File: src/rtl/vend_pkg.sv
// Shared definitions for the coin-change vending datapath: coin values, ejector
// select encodings and the payout FSM state set.
package vend_pkg;

  localparam logic [6:0] CoinNickel  = 7'd5;
  localparam logic [6:0] CoinDime    = 7'd10;
  localparam logic [6:0] CoinQuarter = 7'd25;
  localparam logic [6:0] MaxAmt      = 7'd95;

  localparam logic [1:0] SelNone    = 2'b00;
  localparam logic [1:0] SelNickel  = 2'b01;
  localparam logic [1:0] SelDime    = 2'b10;
  localparam logic [1:0] SelQuarter = 2'b11;

  typedef enum logic [2:0] {
    StIdle,
    StSelect,
    StEject,
    StGap,
    StDone,
    StFault
  } vend_state_e;

  function automatic logic [6:0] coin_value(input logic [1:0] sel);
    logic [6:0] val;
    case (sel)
      SelNickel:  val = CoinNickel;
      SelDime:    val = CoinDime;
      SelQuarter: val = CoinQuarter;
      default:    val = 7'd0;
    endcase
    return val;
  endfunction

  function automatic logic amt_valid(input logic [6:0] amt);
    return (amt <= MaxAmt) && ((amt % 7'd5) == 7'd0);
  endfunction

endpackage

File: src/rtl/coin_inventory.sv
// Three 4-bit coin tube counters: load on reset, fill to 15 on refill, and
// decrement the selected tube by one coin.
module coin_inventory
  import vend_pkg::*;
#(
  parameter int unsigned INV_INIT = 8
) (
  input  logic       i_clk,
  input  logic       i_rst,
  input  logic       i_refill,
  input  logic       i_dec,
  input  logic [1:0] i_sel,
  output logic [3:0] o_inv_q,
  output logic [3:0] o_inv_d,
  output logic [3:0] o_inv_n
);

  localparam logic [3:0] InitCnt = 4'(INV_INIT);
  localparam logic [3:0] FullCnt = 4'd15;

  logic [3:0] r_inv_q;
  logic [3:0] r_inv_d;
  logic [3:0] r_inv_n;

  always_ff @(posedge i_clk) begin
    if (i_rst) begin
      r_inv_q <= InitCnt;
      r_inv_d <= InitCnt;
      r_inv_n <= InitCnt;
    end else if (i_refill) begin
      r_inv_q <= FullCnt;
      r_inv_d <= FullCnt;
      r_inv_n <= FullCnt;
    end else if (i_dec) begin
      // Empty tubes hold at zero even if a decrement were ever requested.
      unique case (i_sel)
        SelQuarter: if (r_inv_q != 4'd0) r_inv_q <= r_inv_q - 4'd1;
        SelDime:    if (r_inv_d != 4'd0) r_inv_d <= r_inv_d - 4'd1;
        SelNickel:  if (r_inv_n != 4'd0) r_inv_n <= r_inv_n - 4'd1;
        default:    ;
      endcase
    end
  end

  assign o_inv_q = r_inv_q;
  assign o_inv_d = r_inv_d;
  assign o_inv_n = r_inv_n;

endmodule

File: src/rtl/change_dispenser_ctrl.sv
// Greedy change payout controller: picks Q/D/N one coin at a time, drives the
// ejector handshake with an ack timeout, and tracks tube inventory.
module change_dispenser_ctrl
  import vend_pkg::*;
#(
  parameter int unsigned INV_INIT    = 8,
  parameter int unsigned ACK_TIMEOUT = 15
) (
  input  logic       clk,
  input  logic       rst,
  input  logic       start,
  input  logic [6:0] change_amt,
  input  logic       refill,
  output logic       eject_req,
  output logic [1:0] eject_sel,
  input  logic       eject_ack,
  output logic       busy,
  output logic       done,
  output logic       short,
  output logic       err,
  output logic       fault,
  output logic [6:0] remaining,
  output logic [3:0] inv_q,
  output logic [3:0] inv_d,
  output logic [3:0] inv_n
);

  localparam logic [7:0] TmoLast = 8'(ACK_TIMEOUT - 1);

  vend_state_e r_state;
  vend_state_e w_state_nxt;
  logic [6:0]  r_rem;
  logic [6:0]  w_rem_nxt;
  logic [1:0]  r_sel;
  logic [1:0]  w_sel_nxt;
  logic        r_short;
  logic        w_short_nxt;
  logic        r_err;
  logic        w_err_nxt;
  logic [7:0]  r_tmo;
  logic [7:0]  w_tmo_nxt;
  logic        w_refill;
  logic        w_dec;
  logic [1:0]  w_pick_sel;

  coin_inventory #(
    .INV_INIT(INV_INIT)
  ) u_inv (
    .i_clk   (clk),
    .i_rst   (rst),
    .i_refill(w_refill),
    .i_dec   (w_dec),
    .i_sel   (r_sel),
    .o_inv_q (inv_q),
    .o_inv_d (inv_d),
    .o_inv_n (inv_n)
  );

  // Largest coin that fits the amount owed and is still in stock.
  always_comb begin
    w_pick_sel = SelNone;
    if ((r_rem >= CoinQuarter) && (inv_q != 4'd0)) begin
      w_pick_sel = SelQuarter;
    end else if ((r_rem >= CoinDime) && (inv_d != 4'd0)) begin
      w_pick_sel = SelDime;
    end else if ((r_rem >= CoinNickel) && (inv_n != 4'd0)) begin
      w_pick_sel = SelNickel;
    end
  end

  always_comb begin
    w_state_nxt = r_state;
    w_rem_nxt   = r_rem;
    w_sel_nxt   = r_sel;
    w_short_nxt = r_short;
    w_err_nxt   = 1'b0;
    w_tmo_nxt   = r_tmo;
    w_refill    = 1'b0;
    w_dec       = 1'b0;
    case (r_state)
      StIdle: begin
        if (start) begin
          if (amt_valid(change_amt)) begin
            w_rem_nxt   = change_amt;
            w_short_nxt = 1'b0;
            w_state_nxt = StSelect;
          end else begin
            w_err_nxt = 1'b1;
          end
        end else if (refill) begin
          w_refill = 1'b1;
        end
      end
      StSelect: begin
        if (r_rem == 7'd0) begin
          w_state_nxt = StDone;
        end else if (w_pick_sel != SelNone) begin
          w_sel_nxt   = w_pick_sel;
          w_tmo_nxt   = 8'd0;
          w_state_nxt = StEject;
        end else begin
          w_short_nxt = 1'b1;
          w_state_nxt = StDone;
        end
      end
      StEject: begin
        if (eject_ack) begin
          w_dec       = 1'b1;
          w_rem_nxt   = r_rem - coin_value(r_sel);
          w_state_nxt = StGap;
        end else if (r_tmo == TmoLast) begin
          w_state_nxt = StFault;
        end else begin
          w_tmo_nxt = r_tmo + 8'd1;
        end
      end
      StGap:   w_state_nxt = StSelect;
      StDone:  w_state_nxt = StIdle;
      StFault: w_state_nxt = StFault;
      default: w_state_nxt = StIdle;
    endcase
  end

  always_ff @(posedge clk) begin
    if (rst) begin
      r_state <= StIdle;
      r_rem   <= 7'd0;
      r_sel   <= SelNone;
      r_short <= 1'b0;
      r_err   <= 1'b0;
      r_tmo   <= 8'd0;
    end else begin
      r_state <= w_state_nxt;
      r_rem   <= w_rem_nxt;
      r_sel   <= w_sel_nxt;
      r_short <= w_short_nxt;
      r_err   <= w_err_nxt;
      r_tmo   <= w_tmo_nxt;
    end
  end

  assign eject_req = (r_state == StEject);
  assign eject_sel = eject_req ? r_sel : SelNone;
  assign busy      = (r_state != StIdle) && (r_state != StFault);
  assign done      = (r_state == StDone);
  assign fault     = (r_state == StFault);
  assign short     = r_short;
  assign err       = r_err;
  assign remaining = r_rem;

endmodule

File: config.mk
export PLATFORM = sky130hd
export DESIGN_NAME = change_dispenser_ctrl
export DESIGN_NICKNAME = d
export VERILOG_FILES = /design/src/rtl/vend_pkg.sv /design/src/rtl/coin_inventory.sv /design/src/rtl/change_dispenser_ctrl.sv
export SDC_FILE = /design/constraint.sdc
export NUM_CORES = 1
export LEC_CHECK = 0
export BUFFER_PORTS_ARGS = -buffer_cell sky130_fd_sc_hd__buf_4
export CAP_MARGIN = 20
export CELL_PAD_IN_SITES_DETAIL_PLACEMENT = 0
export CELL_PAD_IN_SITES_GLOBAL_PLACEMENT = 2
export CORE_MARGIN = 5
export CORE_UTILIZATION = 30
export CTS_CLUSTER_DIAMETER = 50
export DETAILED_ROUTE_END_ITERATION = 12
export GPL_TIMING_DRIVEN = 0
export PLACE_DENSITY = 0.81
export SYNTH_ARGS = -nofsm -noshare
export SYNTH_HDL_FRONTEND = slang
export SYNTH_SLANG_ARGS = --single-unit
File: constraint.sdc
create_clock -name clk -period 5.4 [get_ports clk]
set_input_delay 0.27 -clock clk [delete_from_list [all_inputs] [get_ports clk]]
set_output_delay 0.27 -clock clk [all_outputs]
set_load 0.01 [all_outputs]
Word level (Yosys, flattened, before mapping) --
Cells that the tools add are included.
Word-level totals: output and inout port bits 27, word-level logic and storage cells 126, input bits 12, register bits 34
Operators by class: order comparisons 4, multiplexer cells 46, bitwise logic cells 3, equal/unequal tests 19, div/mod/pow operators 1, add/subtract/negate cells 5, reduce and logical (&&, ||, !) cells 36
Operator list (number):
- 3-bit two-way mux | 18
- 7-bit two-way mux | 5
- 8-bit two-way mux | 4
- 3-bit AND reduction | 8
- 2-bit nonzero test | 11
- 8-bit case mux with 2 select lines | 1
- 3-bit case mux with 5 select lines | 1
- 5-bit case mux with 3 select lines | 1
- 7-bit logical NOT | 2
- 2-bit != test (second input constant) | 7
- 7-bit case mux with 2 select lines | 1
- 4-bit nonzero test | 3
- 4-bit by 1-bit subtractor with 4-bit output (second input constant) | 3
- 1-bit two-way mux | 11
- 5-bit AND reduction | 2
- 8-bit by 1-bit adder with 8-bit output (second input constant) | 1
- 8-bit by 4-bit == test with 1-bit output (second input constant) | 1
- 7-bit by 3-bit >= comparator with 1-bit output (second input constant) | 1
- 7-bit by 4-bit >= comparator with 1-bit output (second input constant) | 1
- 7-bit by 5-bit >= comparator with 1-bit output (second input constant) | 1
- 7-bit <= comparator (second input constant) | 1
- 7-bit by 3-bit remainder unit with 7-bit output (second input constant) | 1
- 7-bit subtractor | 1
- 3-bit by 2-bit == test with 1-bit output (second input constant) | 2
- 16 further kinds | 26

Depth between registers and ports, before layout --
Gate-level depths: netlist of run 1.
depth after elaboration 9, depth in mapped cells 10, depth with buffers taken out 10

Modules after synthesis --
A second synthesis of run 1 with hierarchy kept.
Second synthesis, totals: cell total of the unflattened synthesis 289, area, all modules 2326.0 µm²
Modules (own cells, without submodules):
- change_dispenser_ctrl | sequential area each 440.4 µm², times used 1, area each 1650.3 µm², cells each 214
- coin_inventory | sequential area each 240.2 µm², times used 1, area each 675.6 µm², cells each 75

Worst setup path after synthesis of run 1 --
No wires, ideal clock.
kind register -> register, from reg u_inv.r_inv_q[0], in the netlist u_inv.o_inv_q[0], to reg r_tmo[6], library setup time 0.133 ns, path slack 3.404 ns, stages on the path, launching flop included 11, arrival 1.862 ns, required time 5.267 ns, clock period less this slack 1.996 ns, buffers on the path 1, path through dfxtp_1 > inv_1 > ha_1 > nor3b_1 > a21o_1 > and3_1 > clkbuf_1 > o21ai_4 > nand4_1 > xor2_1 > nor2_1
Between the ends: longest elaborated chain between the ends 6
Ends and longest elaborated chain:
- from (decl) | line coin_inventory.sv:21 | logic [3:0] r_inv_q;
- from (signal assigned) | line coin_inventory.sv:27 | r_inv_q <= InitCnt;
- from (signal assigned) | line coin_inventory.sv:31 | r_inv_q <= FullCnt;
- from (signal assigned) | line coin_inventory.sv:37 | SelQuarter: if (r_inv_q != 4'd0) r_inv_q <= r_inv_q - 4'd1;
- 4-bit nonzero test | line change_dispenser_ctrl.sv:62 | if ((r_rem >= CoinQuarter) && (inv_q != 4'd0)) begin
- 1-bit logical AND | line change_dispenser_ctrl.sv:62
- 2-bit two-way mux | line change_dispenser_ctrl.sv:62
- 2-bit nonzero test | line change_dispenser_ctrl.sv:97 | end else if (w_pick_sel != SelNone) begin
- 2-bit != test (no line)
- 5-bit AND reduction (no line)
- to (signal assigned) | line change_dispenser_ctrl.sv:138 | r_tmo <= w_tmo_nxt;
- to (decl) | line change_dispenser_ctrl.sv:40 | logic [7:0] r_tmo;
Every way passes these cells. A chain may end at the register's enable or synchronous reset.

Worst setup path after layout of run 1 --
from reg r_sel[0], to reg r_rem[5], in the netlist remaining[5]
Between the ends: longest elaborated chain between the ends 7, elaborated cells between the ends (all ways) 9, classes of those cells add/sub: 1; eq/ne: 3; mux: 5
Ends and longest elaborated chain:
- from (decl) | line change_dispenser_ctrl.sv:34 | logic [1:0] r_sel;
- from (signal assigned) | line change_dispenser_ctrl.sv:128 | r_sel <= SelNone;
- from (signal assigned) | line change_dispenser_ctrl.sv:135 | r_sel <= w_sel_nxt;
- 2-bit == test / 2-bit by 1-bit == test with 1-bit output (equally long branches) | line vend_pkg.sv:26 | case (sel)
- 5-bit case mux with 3 select lines * | line vend_pkg.sv:26
- 7-bit two-way mux * | line change_dispenser_ctrl.sv:107 | if (eject_ack) begin
- 7-bit two-way mux * | line change_dispenser_ctrl.sv:80 | case (r_state)
- 7-bit subtractor * | line change_dispenser_ctrl.sv:109 | w_rem_nxt = r_rem - coin_value(r_sel);
- 7-bit two-way mux * | line change_dispenser_ctrl.sv:107
- 7-bit case mux with 2 select lines * | line change_dispenser_ctrl.sv:80
- to (signal assigned) | line change_dispenser_ctrl.sv:134 | r_rem <= w_rem_nxt;
- to (decl) | line change_dispenser_ctrl.sv:32 | logic [6:0] r_rem;
Mark *: on every way between the ends. The rest lies on a longest branch, timed or not. The select of a mux whose other input is x is not followed.

==> results of run 1 <==
metrics by stage:
stage	std cells	area, sq um	total power [uW]
final	417	2680	643
after floorplan	274	2160	359
after detailed placement	410	2560	406
after global routing	417	2680	681
after CTS	417	2680	653
after global placement	410	2560	406
Yosys cell counts, types with 4 or more instances:
master and n:
dfxtp_1 34, a211oi_1 6, xnor2_1 6, nand2_1 24, nor3_1 11, xor2_1 9, inv_1 20, clkbuf_1 5
nand2b_1 6, nor2b_1 8, nand4_1 4, and2_1 6, nor3b_1 5, ha_1 10, nand3_1 5, nor2_1 23
o21ai_0 16, and3_1 8, a21oi_1 25
report_power, final:
group	switching (uW)	internal (uW)	leakage, uW
combinational	67.9	56.5	0.000756
sequential	13.9	261	0.000277
clock	95.6	148	0.0000573
tightest hold or removal path: cells and delay by family:
kind | cells | cell delay [ns]
compound gates | 1 | 0.06
buf+inv | 1 | 0.12
simple gates | 1 | 0.07
sequential cells by signal, summed over array words and instances (netlist names):
name           cells
u_inv.o_inv_n      4
remaining          7
err                1
r_tmo              8
u_inv.o_inv_q      4
u_inv.o_inv_d      4
r_state            3
short              1
r_sel              2
per-layer routing:
metal	track usage, %	vias up	wire [um]
met2	19.6	35	2410
met1	19.2	903	3020
met5	0	-	0
met3	2.47	6	213
met4	3.97	0	65
li1	-	1053	-
worst min-delay path by stage:
stage	start	to	slack, ns	cells after the start
6_report	start	r_state[0]$_SDFFE_PP0P_	0.28	3
5_1_grt	start	r_state[0]$_SDFFE_PP0P_	0.26	3
4_1_cts	start	r_state[0]$_SDFFE_PP0P_	0.26	3
3_5_place_dp	r_tmo[7]$_SDFFE_PP0P_	r_tmo[7]$_SDFFE_PP0P_	0.49	2
3_3_place_gp	r_tmo[7]$_SDFFE_PP0P_	r_tmo[7]$_SDFFE_PP0P_	0.49	2
2_1_floorplan	start	r_state[0]$_SDFFE_PP0P_	0.42	2
cell families (layout without fill, tap and decap cells):
logic type / Yosys count / count (layout) / share of synthesized area, %
compound gates: 71 / 71 / 21.4
xor+xnor: 15 / 15 / 6.08
fa+ha+maj: 11 / 11 / 6.72
buf+inv: 27 / 71 / 5.04
flops: 34 / 34 / 31.5
mux: 3 / 3 / 1.39
simple gates: 113 / 113 / 27.9
layout make-up:
cell class | instances | area [sq um]
tap | 99 | 124
inverter | 20 | 75.1
buffer | 7 | 33.8
fill | 799 | 4460
clock buffer | 6 | 82.6
timing repair buffer | 37 | 278
clock inverter | 1 | 30.0
sequential | 34 | 681
multi-input combinational | 213 | 1370
==> results.toml, run 1 <==
[run_status]
status = "finished, final reports clean"

[pwr]
leakagePower_uw = 0.00109
vdd_drop_max_uv = 94.9
p_per_area_nw_per_um2 = 240

[sta]
holdWs_ns = 0.277
grt_setup_unrepaired = "false"
finClkSkew_ns = 0.0120
fin_crit_sh_pct = 41.8
tns_ns = 0
final_hold_viol_count = 0
maxSlewHeadroom_pct = 59.0
finalCriticalPeriod_ns = 2.25
maxSlewViolCount = 0
worst_slack_ns = 3.15
fmax_mhz = 444
finalSetupViolCount = 0
worst_slew_pin_slew_ns = 0.614

[cells_and_area]
drive_gt1_share_pct = 16.7
final_nets = 341
area_delta_synth_final_pct = 23.8
diodes = 0
fin_util_pct = 37.5
final_common_cell = "buf_4"
layout_common_cells = "buf_4, dfxtp_1, a21oi_1, nand2_1, nor2_1"

[placed_design]
portBuffers = 37
place.gp.congestion = 0.765
hpwl_um = 4380
dp_slack_ns = 3.16

[yosys]
netlist.area_leader.share_pct = 31.5
syn_area_sq_um = 2160
async_flop_share_pct = 0
synth_area_leaders = "dfxtp_1, a21oi_1, ha_1"
synthCells = 274
synthFlopType = "dfxtp_1"
yosysWarnings = 0
synth.avg_cell_area_sq_um = 7.89
synth_edf_count = 0
synthesis.nets = 297
synth_cell_types = 49
ys_seq_area_share_pct = 31.5
synth-seq-cells = 34
yosysTopAreaCell = "dfxtp_1"

[clock_network]
cts_tree = "yes"
cts_buffers = 5
clock_path_buffers = 2
post_cts.repair.setup_buffers = 0
ctsResizeCount = 0
clk-insertion-delay-late_ns = 0.29
cts-root-buf = "clkbuf_8"
cts.sinks = 34
htree_levels = 2
clk_pin_slew_ns = 0.08
ctsHoldBuffers = 0

[worst_setup_path]
rrSetupSlack_ns = 3.15
rr_endpoint = "remaining[5]$_SDFFE_PP0P_"
cp.required_ns = 5.62
crit_buf_inv = 0
critical_path_arrival_ns = 2.47
path_class = "reg2reg"
crit_cells = 9
worst_path_largest_cell_delay_ns = 0.47
cp-end-kind = "flop"
crit_chain = "nand2b_1, ha_1, nor2b_1, o21ai_0, a21boi_0, o21ai_0, a21oi_1, a211o_1, a21oi_1"
cp-endpoint = "remaining[5]$_SDFFE_PP0P_"
cp_top_family = "compound AO/OA/AOI/OAI gates"
cp-start-kind = "flop"
cp_max_fo = 6
r2r_start = "r_sel[0]$_SDFFE_PP0P_"
crit_slowest_cell = "dfxtp_1"
reg2regPathDepth = 9
crit_start = "r_sel[0]$_SDFFE_PP0P_"

[grt]
track_usage_pct = 13.2
grt_overflow = 0
antenna_found_initial = 0
grt_pass1_wl_um = 9320
grt_max_degree = 11
grt_pass1_vias = 1890

[run]
maxCapViolCount = 0

[floorplanning]
die_h_um = 94.9
initial_utilization_pct = 30.3
die_area_sq_um = 9000
ios = 39
rows = 31
core-area_sq_um = 7140
die_w_um = 94.9

[detailed_routing]
drt-total-wl_um = 5700
dr.first_iter.drc_count = 74
via_per_inst = 4.79
first_pass_iters = 4
via_count = 1997
drc = 0
detail-route-antenna-nets = 0
wire_per_inst_um = 13.7

[min_path]
hp-class = "in2reg"
(Power assumes the default switching activity.)
==> inputs of run 2 (changes only) <==
--- a/config.mk
+++ b/config.mk
@@ -5,16 +5,17 @@
 export SDC_FILE = /design/constraint.sdc
 export NUM_CORES = 1
 export LEC_CHECK = 0
+export ABC_AREA = 1
 export BUFFER_PORTS_ARGS = -buffer_cell sky130_fd_sc_hd__buf_4
 export CAP_MARGIN = 20
 export CELL_PAD_IN_SITES_DETAIL_PLACEMENT = 0
 export CELL_PAD_IN_SITES_GLOBAL_PLACEMENT = 2
 export CORE_MARGIN = 5
-export CORE_UTILIZATION = 30
+export CORE_UTILIZATION = 27
 export CTS_CLUSTER_DIAMETER = 50
 export DETAILED_ROUTE_END_ITERATION = 12
 export GPL_TIMING_DRIVEN = 0
-export PLACE_DENSITY = 0.81
+export PLACE_DENSITY = 0.83
 export SYNTH_ARGS = -nofsm -noshare
 export SYNTH_HDL_FRONTEND = slang
 export SYNTH_SLANG_ARGS = --single-unit
==> constraint.sdc (replaced) <==
create_clock -name clk -period 1.8 [get_ports clk]
set_input_delay 0.09 -clock clk [delete_from_list [all_inputs] [get_ports clk]]
set_output_delay 0.09 -clock clk [all_outputs]
set_load 0.01 [all_outputs]
==> run 2 against run 1 <==
Critical path depth unchanged. Design area grew 18%. Register-to-register slack got worse by 3.1 ns. Final cell count increased by 33%. Die area rose by 19%. Worst setup slack got worse by 3.1 ns. Critical path type unchanged. Via count is 24% higher. Global-route usage about the same.
==> results.toml, run 2 <==
[run_status]
status = "finished, final reports clean"

[sta]
maxSlewViolCount = 0
maxSlewHeadroom_pct = 63.3
finalCriticalPeriod_ns = 1.78
finClkSkew_ns = 0.00863
fmax_mhz = 563
fin_crit_sh_pct = 98.7
final_hold_viol_count = 0
holdWs_ns = 0.0680
tns_ns = 0
finalSetupViolCount = 0
worst_slew_pin_slew_ns = 0.551
grt_setup_unrepaired = "true"

[detailed_routing]
drc = 0
dr.first_iter.drc_count = 94
via_per_inst = 4.47
via_count = 2481
drt-total-wl_um = 6770
detail-route-antenna-nets = 0
first_pass_iters = 4
wire_per_inst_um = 12.2

[pwr]
total_power_uw = 2990
vdd_drop_max_uv = 472
seqPwrFrac_pct = 31.9
pwr-share-clk_pct = 20.2
p_per_area_nw_per_um2 = 947
p_sw_share_pct = 41.8
intPower_uw = 1740
combPwrFrac_pct = 47.9
leakagePower_uw = 0.00156
switchingPower_uw = 1250

[cells_and_area]
n_fill_cell = 980
final_common_cell = "nand2_1"
area_delta_synth_final_pct = 34.6
largest-register = "r_tmo"
largest_register_ffs = 8
diodes = 0
layout_common_cells = "nand2_1, inv_1, buf_4, nor2_1, dfxtp_1"
drive_gt1_share_pct = 28.2
final_nets = 469

[yosys]
synth_edf_count = 0
synth_compound_area_share_pct = 11.9
synth_top_family_by_area = "simple AND/OR/NAND/NOR gates"
synth.avg_cell_area_sq_um = 6.09
yosysTopAreaCell = "dfxtp_1"
synth_area_leaders = "dfxtp_1, nand2_1, inv_1"
netlist.area_leader.share_pct = 29.0
synthCells = 386
synth_cell_types = 33
syn_area_sq_um = 2350
synth_xor_area_share_pct = 1.12
synthesis.nets = 409
synth_commonest_cells = "nand2_1, inv_1, nor2_1, dfxtp_1, a21oi_1"
synthFlopType = "dfxtp_1"
synth-simple-area-share_pct = 40.0
ys_seq_area_share_pct = 29.0
synthMuxAreaShare_pct = 0
yosysWarnings = 0
async_flop_share_pct = 0
synth_adder_area_share_pct = 6.18
yosysMostFrequentCell = "nand2_1"
synth-seq-cells = 34

[min_path]
hold-path-endpoint = "err$_SDFF_PP0_"
min_path_cells = 3
min-delay-start = "start"
hp-class = "in2reg"

[worst_setup_path]
rrSetupSlack_ns = 0.02
cp-end-kind = "flop"
cp-start-kind = "flop"
r2r_start = "r_sel[0]$_SDFFE_PP0P_"
rr_endpoint = "remaining[6]$_SDFFE_PP0P_"
cp_max_fo = 6
path_class = "reg2reg"
reg2regPathDepth = 9
critical_path_arrival_ns = 1.97
cp.required_ns = 1.99

[floorplanning]
ios = 39
die_h_um = 103
die_w_um = 103
core-area_sq_um = 8590
rows = 34
initial_utilization_pct = 27.3
die_area_sq_um = 10700

[grt]
antenna_found_initial = 0
track_usage_pct = 13.2
grt_pass1_vias = 2352
grt_max_degree = 11
grt_overflow = 0
grt_pass1_wl_um = 11200

[clock_network]
cts_tree = "yes"
clk_pin_slew_ns = 0.07
htree_levels = 2
clock_path_buffers = 2
clk-insertion-delay-late_ns = 0.29
cts_buffers = 5
cts.sinks = 34
cts-root-buf = "clkbuf_8"

[placed_design]
portBuffers = 37
hpwl_um = 5050
place.gp.congestion = 0.822

[run]
maxCapViolCount = 0
-- run 2: cell types whose count changed in the layout (fill, tap and decap cells not counted), moves of 8 or more --
cell	previous run	this run
inv_1	20	54
nand2_1	24	103
and3_1	8	0
dfxtp_1	34	25
nor3_1	11	2
inv_2	0	9
nand2_2	0	10
nor2_1	23	48
nor2b_1	8	0
buf_4	37	53
nand3_1	5	19
-- run 2: worst max-delay path by stage --
| stage | from | slack [ns] | endpoint | cells past startpoint |
|---|---|---|---|---|
| after CTS | r_sel[1]$_SDFFE_PP0P_ | -0.11 | remaining[5]$_SDFFE_PP0P_ | 15 |
| final | r_sel[0]$_SDFFE_PP0P_ | 0.02 | remaining[6]$_SDFFE_PP0P_ | 9 |
| after detailed placement | r_sel[1]$_SDFFE_PP0P_ | -0.31 | remaining[5]$_SDFFE_PP0P_ | 15 |
| after floorplan | remaining[0]$_SDFFE_PP0P_ | 0.02 | remaining[6]$_SDFFE_PP0P_ | 9 |
| after global placement | r_sel[1]$_SDFFE_PP0P_ | -0.28 | remaining[5]$_SDFFE_PP0P_ | 15 |
| after global routing | r_sel[0]$_SDFFE_PP0P_ | -0.08 | remaining[6]$_SDFFE_PP0P_ | 10 |
-- run 2: what timing repair did --
action,in CTS,in global routing
gates resized for setup,21,48
setup buffers,4,11
setup endpoints to repair,19,23
pin swaps,3,25
gates cloned,1,0
hold buffers,0,0
-- run 2: power by group through the flow --
stage                     Combinational [uW]  Clock, uW  Sequential, uW
final                                   1430        606             955
after global routing                    1630        659             967
after CTS                               1280        624             941
after detailed placement                1180          0             952
after global placement                  1170          0             953
after floorplan                          803          0             959
-- run 2: metal layers --
metal | part of all wire [%] | GRT usage, % | up-vias | wire [um]
met5 | 0 | 0 | - | 0
met4 | 0.74 | 2.39 | 0 | 50
met3 | 4.0 | 3.76 | 5 | 274
met2 | 44 | 20.5 | 43 | 3000
met1 | 51 | 18.4 | 1096 | 3450
li1 | - | - | 1337 | -
-- run 2: worst max-delay path, cell delays in order (launching register included) --
cell      delay, ns
dfxtp_4        0.38
clkbuf_1       0.10
ha_2           0.18
fa_2           0.40
o21ai_4        0.19
nand2_2        0.09
a21oi_2        0.11
o22ai_1        0.08
nor2_1         0.11
nor2_1         0.05
-- run 2: cell families (layout without fill, tap and decap cells) --
logic type               after synthesis  after routing
XOR/XNOR                               3              3
adder cells (fa/ha/maj)               11             11
flip-flops                            34             34
buffers and inverters                 71            131
AO/OA/AOI/OAI                         53             53
AND/OR/NAND/NOR                      214            215
-- run 2: cell type report --
cell class / instances / area [sq um] / share of cell area (%)
multi-input combinational: 282 / 1560 / 49.3
buffer: 5 / 31.3 / 0.989
clock buffer: 7 / 86.3 / 2.73
inverter: 66 / 258 / 8.15
timing repair buffer: 52 / 390 / 12.3
sequential: 34 / 697 / 22.0
tap: 108 / 135 / 4.27
clock inverter: 1 / 5.00 / 0.158
-- run 2: per-stage QoR --
step | worst slack (ns) | cell area, sq um | util [%] | std cells
floorplan | 0.0170 | 2350 | - | 386
global placement | -0.281 | 2760 | 32.1 | 531
detailed placement | -0.309 | 2760 | 32.1 | 531
CTS | -0.108 | 2950 | 34.4 | 544
global route | -0.0807 | 3160 | 36.8 | 555
finish | 0.0229 | 3160 | 36.8 | 555
